$ cat src/rtl/expand_if.sv
// Source-read / destination-write bus of the nearest-neighbour up-sampler.
// The master modport is the up-sampler; the slave side owns both RAMs.
interface expand_if #(
   parameter int BPP   = 3,
   parameter int RD_AW = 10,
   parameter int WR_AW = 10
);
   logic               start;
   logic [8*BPP-1:0]   pixel_in;
   logic               rd_en;
   logic [RD_AW-1:0]   rd_adrr;
   logic [8*BPP-1:0]   pixel_out;
   logic               wr_en;
   logic [WR_AW-1:0]   wr_adrr;
   logic               done;

   modport master (
      input  start,
      input  pixel_in,
      output rd_en,
      output rd_adrr,
      output pixel_out,
      output wr_en,
      output wr_adrr,
      output done
   );

   modport slave (
      output start,
      output pixel_in,
      input  rd_en,
      input  rd_adrr,
      input  pixel_out,
      input  wr_en,
      input  wr_adrr,
      input  done
   );
endinterface

$ cat src/rtl/expand.sv
// Nearest-neighbour up-sampler: replicates each source pixel FACTOR x FACTOR, one output per clock.
// Optional EXPAND_READ_REUSE_EN: read each source pixel once per output row and replay it from a hold register.
module expand #(
   parameter int FACTOR = 2,
   parameter int BPP    = 3,
   parameter int SRC_H  = 15,
   parameter int SRC_W  = 15,
   parameter int RD_AW  = 10,
   parameter int WR_AW  = 10
) (
   input  logic      clk,
   input  logic      rst,
   expand_if.master  bus
);

   localparam int FW = (FACTOR > 1) ? $clog2(FACTOR) : 1;
   localparam int XW = (SRC_W  > 1) ? $clog2(SRC_W)  : 1;
   localparam int YW = (SRC_H  > 1) ? $clog2(SRC_H)  : 1;

   typedef enum logic [1:0] {
      IDLE,
      RUN,
      DRAIN
   } state_t;

   state_t             state;
   logic [FW-1:0]      ox_sub, oy_sub, nxt_ox, nxt_oy;
   logic [XW-1:0]      sx, nxt_sx;
   logic [YW-1:0]      sy, nxt_sy;
   logic [RD_AW-1:0]   row_base, nxt_row_base, nxt_addr;
   logic               last_pix;
   logic               drain_cnt;
   logic               issue;
   logic               issue_d;
   logic [WR_AW-1:0]   wr_cnt;
`ifdef EXPAND_READ_REUSE_EN
   logic               rd_d;
   logic [8*BPP-1:0]   hold;
`endif

   // Counter chain ox_sub -> sx -> oy_sub -> sy; row_base only moves when a whole
   // source row has been emitted FACTOR times, so rows are re-read without a divider.
   always_comb begin
      nxt_ox       = ox_sub;
      nxt_sx       = sx;
      nxt_oy       = oy_sub;
      nxt_sy       = sy;
      nxt_row_base = row_base;
      if (ox_sub == FW'(FACTOR - 1)) begin
         nxt_ox = '0;
         if (sx == XW'(SRC_W - 1)) begin
            nxt_sx = '0;
            if (oy_sub == FW'(FACTOR - 1)) begin
               nxt_oy       = '0;
               nxt_sy       = sy + 1'b1;
               nxt_row_base = row_base + RD_AW'(SRC_W);
            end else begin
               nxt_oy = oy_sub + 1'b1;
            end
         end else begin
            nxt_sx = sx + 1'b1;
         end
      end else begin
         nxt_ox = ox_sub + 1'b1;
      end
      nxt_addr = nxt_row_base + RD_AW'(nxt_sx);
      last_pix = (ox_sub == FW'(FACTOR - 1)) && (sx == XW'(SRC_W - 1)) &&
                 (oy_sub == FW'(FACTOR - 1)) && (sy == YW'(SRC_H - 1));
   end

   // Frame sequencer; the counters describe the pixel currently on rd_adrr.
   always_ff @(posedge clk or posedge rst) begin
      if (rst) begin
         state       <= IDLE;
         bus.done    <= 1'b1;
         bus.rd_en   <= 1'b0;
         bus.rd_adrr <= '0;
         ox_sub      <= '0;
         sx          <= '0;
         oy_sub      <= '0;
         sy          <= '0;
         row_base    <= '0;
         drain_cnt   <= 1'b0;
         issue       <= 1'b0;
      end else begin
         case (state)
            IDLE: begin
               bus.rd_en <= 1'b0;
               issue     <= 1'b0;
               if (bus.start) begin
                  state       <= RUN;
                  bus.done    <= 1'b0;
                  bus.rd_en   <= 1'b1;
                  bus.rd_adrr <= '0;
                  issue       <= 1'b1;
                  ox_sub      <= '0;
                  sx          <= '0;
                  oy_sub      <= '0;
                  sy          <= '0;
                  row_base    <= '0;
               end
            end
            RUN: begin
               if (last_pix) begin
                  state     <= DRAIN;
                  bus.rd_en <= 1'b0;
                  issue     <= 1'b0;
                  drain_cnt <= 1'b0;
               end else begin
                  ox_sub      <= nxt_ox;
                  sx          <= nxt_sx;
                  oy_sub      <= nxt_oy;
                  sy          <= nxt_sy;
                  row_base    <= nxt_row_base;
                  bus.rd_adrr <= nxt_addr;
`ifdef EXPAND_READ_REUSE_EN
                  bus.rd_en   <= (nxt_ox == '0);
`else
                  bus.rd_en   <= 1'b1;
`endif
               end
            end
            DRAIN: begin
               if (drain_cnt) begin
                  state    <= IDLE;
                  bus.done <= 1'b1;
               end else begin
                  drain_cnt <= 1'b1;
               end
            end
            default: state <= IDLE;
         endcase
      end
   end

   // Two-stage write pipeline: RAM latency, then the registered write port.
   always_ff @(posedge clk or posedge rst) begin
      if (rst) begin
         issue_d       <= 1'b0;
         bus.wr_en     <= 1'b0;
         bus.wr_adrr   <= '0;
         bus.pixel_out <= '0;
         wr_cnt        <= '0;
`ifdef EXPAND_READ_REUSE_EN
         rd_d          <= 1'b0;
         hold          <= '0;
`endif
      end else begin
         issue_d   <= issue;
         bus.wr_en <= issue_d;
`ifdef EXPAND_READ_REUSE_EN
         rd_d      <= bus.rd_en;
`endif
         if (issue_d) begin
            bus.wr_adrr <= wr_cnt;
            wr_cnt      <= wr_cnt + 1'b1;
`ifdef EXPAND_READ_REUSE_EN
            if (rd_d) begin
               bus.pixel_out <= bus.pixel_in;
               hold          <= bus.pixel_in;
            end else begin
               bus.pixel_out <= hold;
            end
`else
            bus.pixel_out <= bus.pixel_in;
`endif
         end else if (state == IDLE) begin
            wr_cnt <= '0;
         end
      end
   end

endmodule

$ cat src/flat_wrapper.sv
// flat-port wrapper written by rule: the top's interface ports become plain ports
module expand_flat 
#(
   parameter int FACTOR = 2,
   parameter int BPP    = 3,
   parameter int SRC_H  = 15,
   parameter int SRC_W  = 15,
   parameter int RD_AW  = 10,
   parameter int WR_AW  = 10
)
  (clk, rst, bus_start, bus_pixel_in, bus_rd_en, bus_rd_adrr, bus_pixel_out, bus_wr_en, bus_wr_adrr, bus_done);
  expand_if #(.BPP(BPP), .RD_AW(RD_AW), .WR_AW(WR_AW)) bus_i ();
  input  logic clk;
  input  logic rst;
  input wire logic [$bits(bus_i.start)-1:0] bus_start;
  input wire logic [$bits(bus_i.pixel_in)-1:0] bus_pixel_in;
  output wire logic [$bits(bus_i.rd_en)-1:0] bus_rd_en;
  output wire logic [$bits(bus_i.rd_adrr)-1:0] bus_rd_adrr;
  output wire logic [$bits(bus_i.pixel_out)-1:0] bus_pixel_out;
  output wire logic [$bits(bus_i.wr_en)-1:0] bus_wr_en;
  output wire logic [$bits(bus_i.wr_adrr)-1:0] bus_wr_adrr;
  output wire logic [$bits(bus_i.done)-1:0] bus_done;
  assign bus_i.start = bus_start;
  assign bus_i.pixel_in = bus_pixel_in;
  assign bus_rd_en = bus_i.rd_en;
  assign bus_rd_adrr = bus_i.rd_adrr;
  assign bus_pixel_out = bus_i.pixel_out;
  assign bus_wr_en = bus_i.wr_en;
  assign bus_wr_adrr = bus_i.wr_adrr;
  assign bus_done = bus_i.done;
  expand #(.FACTOR(FACTOR), .BPP(BPP), .SRC_H(SRC_H), .SRC_W(SRC_W), .RD_AW(RD_AW), .WR_AW(WR_AW)) u_core (.clk(clk), .rst(rst), .bus(bus_i));
endmodule
$ cat config.mk
export PLATFORM = sky130hd
export DESIGN_NAME = expand_flat
export DESIGN_NICKNAME = d
export VERILOG_FILES = /design/src/rtl/expand_if.sv /design/src/rtl/expand.sv /design/src/flat_wrapper.sv
export SDC_FILE = /design/constraint.sdc
export NUM_CORES = 1
export LEC_CHECK = 0
export CAP_MARGIN = 40
export CORE_MARGIN = 2
export CORE_UTILIZATION = 35
export DETAILED_ROUTE_END_ITERATION = 6
export SKIP_LAST_GASP = 1
export SLEW_MARGIN = 15
export SYNTH_ARGS = -nofsm -noshare
export SYNTH_HDL_FRONTEND = slang
export SYNTH_SLANG_ARGS = --single-unit
$ cat constraint.sdc
create_clock -name clk -period 3.75 [get_ports clk]
set_input_delay 0.5625 -clock clk [delete_from_list [all_inputs] [get_ports clk]]
set_output_delay 0.5625 -clock clk [all_outputs]
set_load 0.005 [all_outputs]
==> results_dict.tcl <==
set metrics [dict create \
    wire_per_inst_um 14.3 \
    pwr_density_cell_mw_per_mm2 658 \
    cp_top_family "compound AO/OA/AOI/OAI gates" \
    total_power_mw 3.27 \
    via_per_inst 5.06 \
    ys_seq_elements 82 \
    ys_types 49 \
    hpwl_um 5830 \
    finish.utilization 0.460 \
    r2r_slack_ns 0.31 \
    synth_fa_ha_area_frac 0.0377 \
    maxSlewViolCount 0 \
    finalWirelength_um 8170 \
    rr_worst_depth 13 \
    fillers 1052 \
    hp-start "u_core.issue" \
    grtUsageTotal 0.149 \
    status "finished, final reports clean" \
    holdWs_ns 0.386 \
    postLayoutCellArea_sq_mm 0.00496 \
    layout.cells.non_filler 571 \
    finalSetupTns_ns 0 \
    core_sq_mm 0.0108 \
    synth_nets 390 \
    hold_buffers 0 \
    cts_root_buffer "clkbuf_8" \
    die_height_um 109 \
    vias 2889 \
    clk_pin_slew_ns 0.09 \
    critPathArrivalTime_ns 3.67 \
    synth_mux_area_frac 0.102 \
    synth-main-ff-cell "dfrtp_1" \
    clock_latency_ns 0.34 \
    antenna_found_initial 0 \
    io_buffer_count 73 \
    dr.pass1.iters 5 \
    area_delta_synth_final_pct 28.8 \
    rr_endpoint "u_core.bus.rd_adrr[9]" \
    grt_pass1_wl_um 13900 \
    critPathMaxFanout 5 \
    whs_endpoint "u_core.issue_d" \
    worst_slack_ns 0.314 \
    max_freq_mhz 291 \
    finalCritPeriodShare 0.916 \
    syn_area_per_cell_sq_um 10.9 \
    postCtsSetupBuffers 0 \
    critPathCaptureType "flip-flop" \
    vdd_ir_drop_max_mv 0.335 \
    syn_inst 352 \
    synth_top_family_by_area "simple AND/OR/NAND/NOR gates" \
    syn_area_sq_mm 0.00385 \
    num_rows 38 \
    start_util 0.357 \
    post-place-cells 555 \
    synth-edff-count 0 \
    criticalPathCategory "flip-flop to flip-flop" \
    cts.sinks 82 \
    cts_buffers 9 \
    p_leak_nw 2.11 \
    tritoncts "built" \
    clockBufferDepth 2 \
    setup_viol 0 \
    crit_path_max_incr_delay_ns 0.51 \
    period_minus_slack_ns 3.44 \
    drt_iter0_markers 115 \
    crit_path_cell_trace "inv_1 > ha_1 > and4_1 > nand2_1 > a21oi_1 > inv_1 > ha_1 > a21o_1 > a21o_1 > a21oi_1 > o21bai_2 > or4_1 > a32o_1" \
    synth-simple-area-share 0.144 \
    die-area_sq_mm 0.0119 \
    ys_seq_area_frac 0.533 \
    crit_required_ns 3.99 \
    rsz0062_at_grt "false" \
    grt_pass1_vias 2918 \
    synth_warnings 0 \
    io_pins 74 \
    crit_buf_inv 2 \
    fin_nets 464 \
    cts.repair.resized 0 \
    drtAntennaViolNets 0 \
    drive_gt1_frac 0.148 \
    synth_compound_area_frac 0.110 \
    dpl_worst_slack_ns 0.336 \
    synth_xor_xnor_area_share 0.0455 \
    r2r-start "u_core.sx[0]" \
    clock_skew_ns 0.00701 \
    critPathSlowestCell "or4_1" \
    worst_setup_path_start_kind "flip-flop" \
    place_area_sq_mm 0.00476 \
    worstHoldPathType "flip-flop to flip-flop" \
    die-width_um 109 \
    place.gp.congestion 0.795 \
    synth_async_sr_flop_share 1.00 \
    cts_max_level 3 \
    worstMarginPinSlew_ns 0.786 \
    holdPathStages 0 \
    hold_violations 0 \
    maxCapViolCount 0 \
    grt_overflow 0 \
    n_antenna_cell 0 \
    drc_errors 0 \
    grt_start_max_net_pins 43 \
    slew_headroom 0.472 \
]
-- layout by cell type (no fill, tap or decap), types with 5 or more instances in the layout --
cell             instances
dfrtp_1                 80
clkdlybuf4s50_1         73
mux2_2                  35
nand3_1                 34
o21ai_0                 33
nand2_1                 29
nor2_1                  16
xnor2_1                 15
inv_1                   14
a21oi_1                 10
ha_1                    10
clkbuf_8                10
xor2_1                   5
o31ai_1                  5
-- power breakdown --
group | internal, mW | switching (mW)
clock | 0.333 | 0.335
sequential | 1.16 | 0.249
combinational | 0.710 | 0.483
-- cells by family (layout without fill, tap and decap cells) --
family	Yosys count	count (layout)
adder cells (fa/ha/maj)	11	11
AND/OR/NAND/NOR	108	108
multiplexers	35	35
AO/OA/AOI/OAI	68	68
XOR/XNOR	20	20
buffers and inverters	28	107
flip-flops	82	82
-- worst max-delay path by stage --
stage,start,endpoint,slack [ns],cells past startpoint
2_1_floorplan,u_core.sx[0],u_core.bus.rd_adrr[9],0.72,13
3_3_place_gp,u_core.sx[0],u_core.bus.rd_adrr[9],0.53,13
3_5_place_dp,u_core.sx[0],u_core.bus.rd_adrr[9],0.34,13
4_1_cts,u_core.sx[0],u_core.bus.rd_adrr[9],0.31,13
5_1_grt,u_core.sx[0],u_core.bus.rd_adrr[9],0.08,13
6_report,u_core.sx[0],u_core.bus.rd_adrr[9],0.31,13
-- synth_stat cells (3+ instances only) --
| library cell | number | share of area |
|---|---|---|
| a21oi_1 | 10 | 0.013 |
| o31ai_1 | 5 | 0.0097 |
| and3_1 | 3 | 0.0049 |
| o21ai_0 | 33 | 0.043 |
| a21o_1 | 4 | 0.0078 |
| nor3_1 | 3 | 0.0039 |
| inv_1 | 15 | 0.015 |
| clkbuf_1 | 8 | 0.0078 |
| a22o_1 | 4 | 0.0091 |
| xnor2_1 | 15 | 0.034 |
| nor2_1 | 16 | 0.016 |
| mux2_2 | 35 | 0.10 |
| ha_1 | 10 | 0.032 |
| buf_1 | 3 | 0.0029 |
| xor2_1 | 5 | 0.011 |
| dfrtp_1 | 81 | 0.53 |
| nand2_1 | 29 | 0.028 |
| nor2b_1 | 3 | 0.0049 |
| nand3_1 | 34 | 0.044 |
-- per-layer routing --
| layer | GRT usage | routed length, um | up-vias |
|---|---|---|---|
| li1 | - | - | 1390 |
| met1 | 0.185 | 3750 | 1431 |
| met2 | 0.249 | 3950 | 62 |
| met3 | 0.0406 | 373 | 6 |
| met4 | 0.0522 | 85 | 0 |
| met5 | 0 | 0 | - |
-- state kept, by name, summed over array words and instances, names as in the netlist, 2 cells and up --
name / cells
u_core.row_base: 10
u_core.wr_cnt: 10
u_core.bus.rd_adrr: 10
u_core.state: 2
u_core.bus.wr_adrr: 10
u_core.sy: 4
u_core.sx: 4
u_core.bus.pixel_out: 24
-- final cells by class --
cell class                      count  area [sq um]  share of cell area
Sequential cell                    82          2050               0.414
Multi-Input combinational cell    242          1690               0.340
Timing Repair Buffer               76           778               0.157
Tap cell                          140           175              0.0353
Clock buffer                       10           138              0.0277
Clock inverter                      6          71.3              0.0144
Inverter                           15          57.6              0.0116
(Power assumes the default switching activity.)
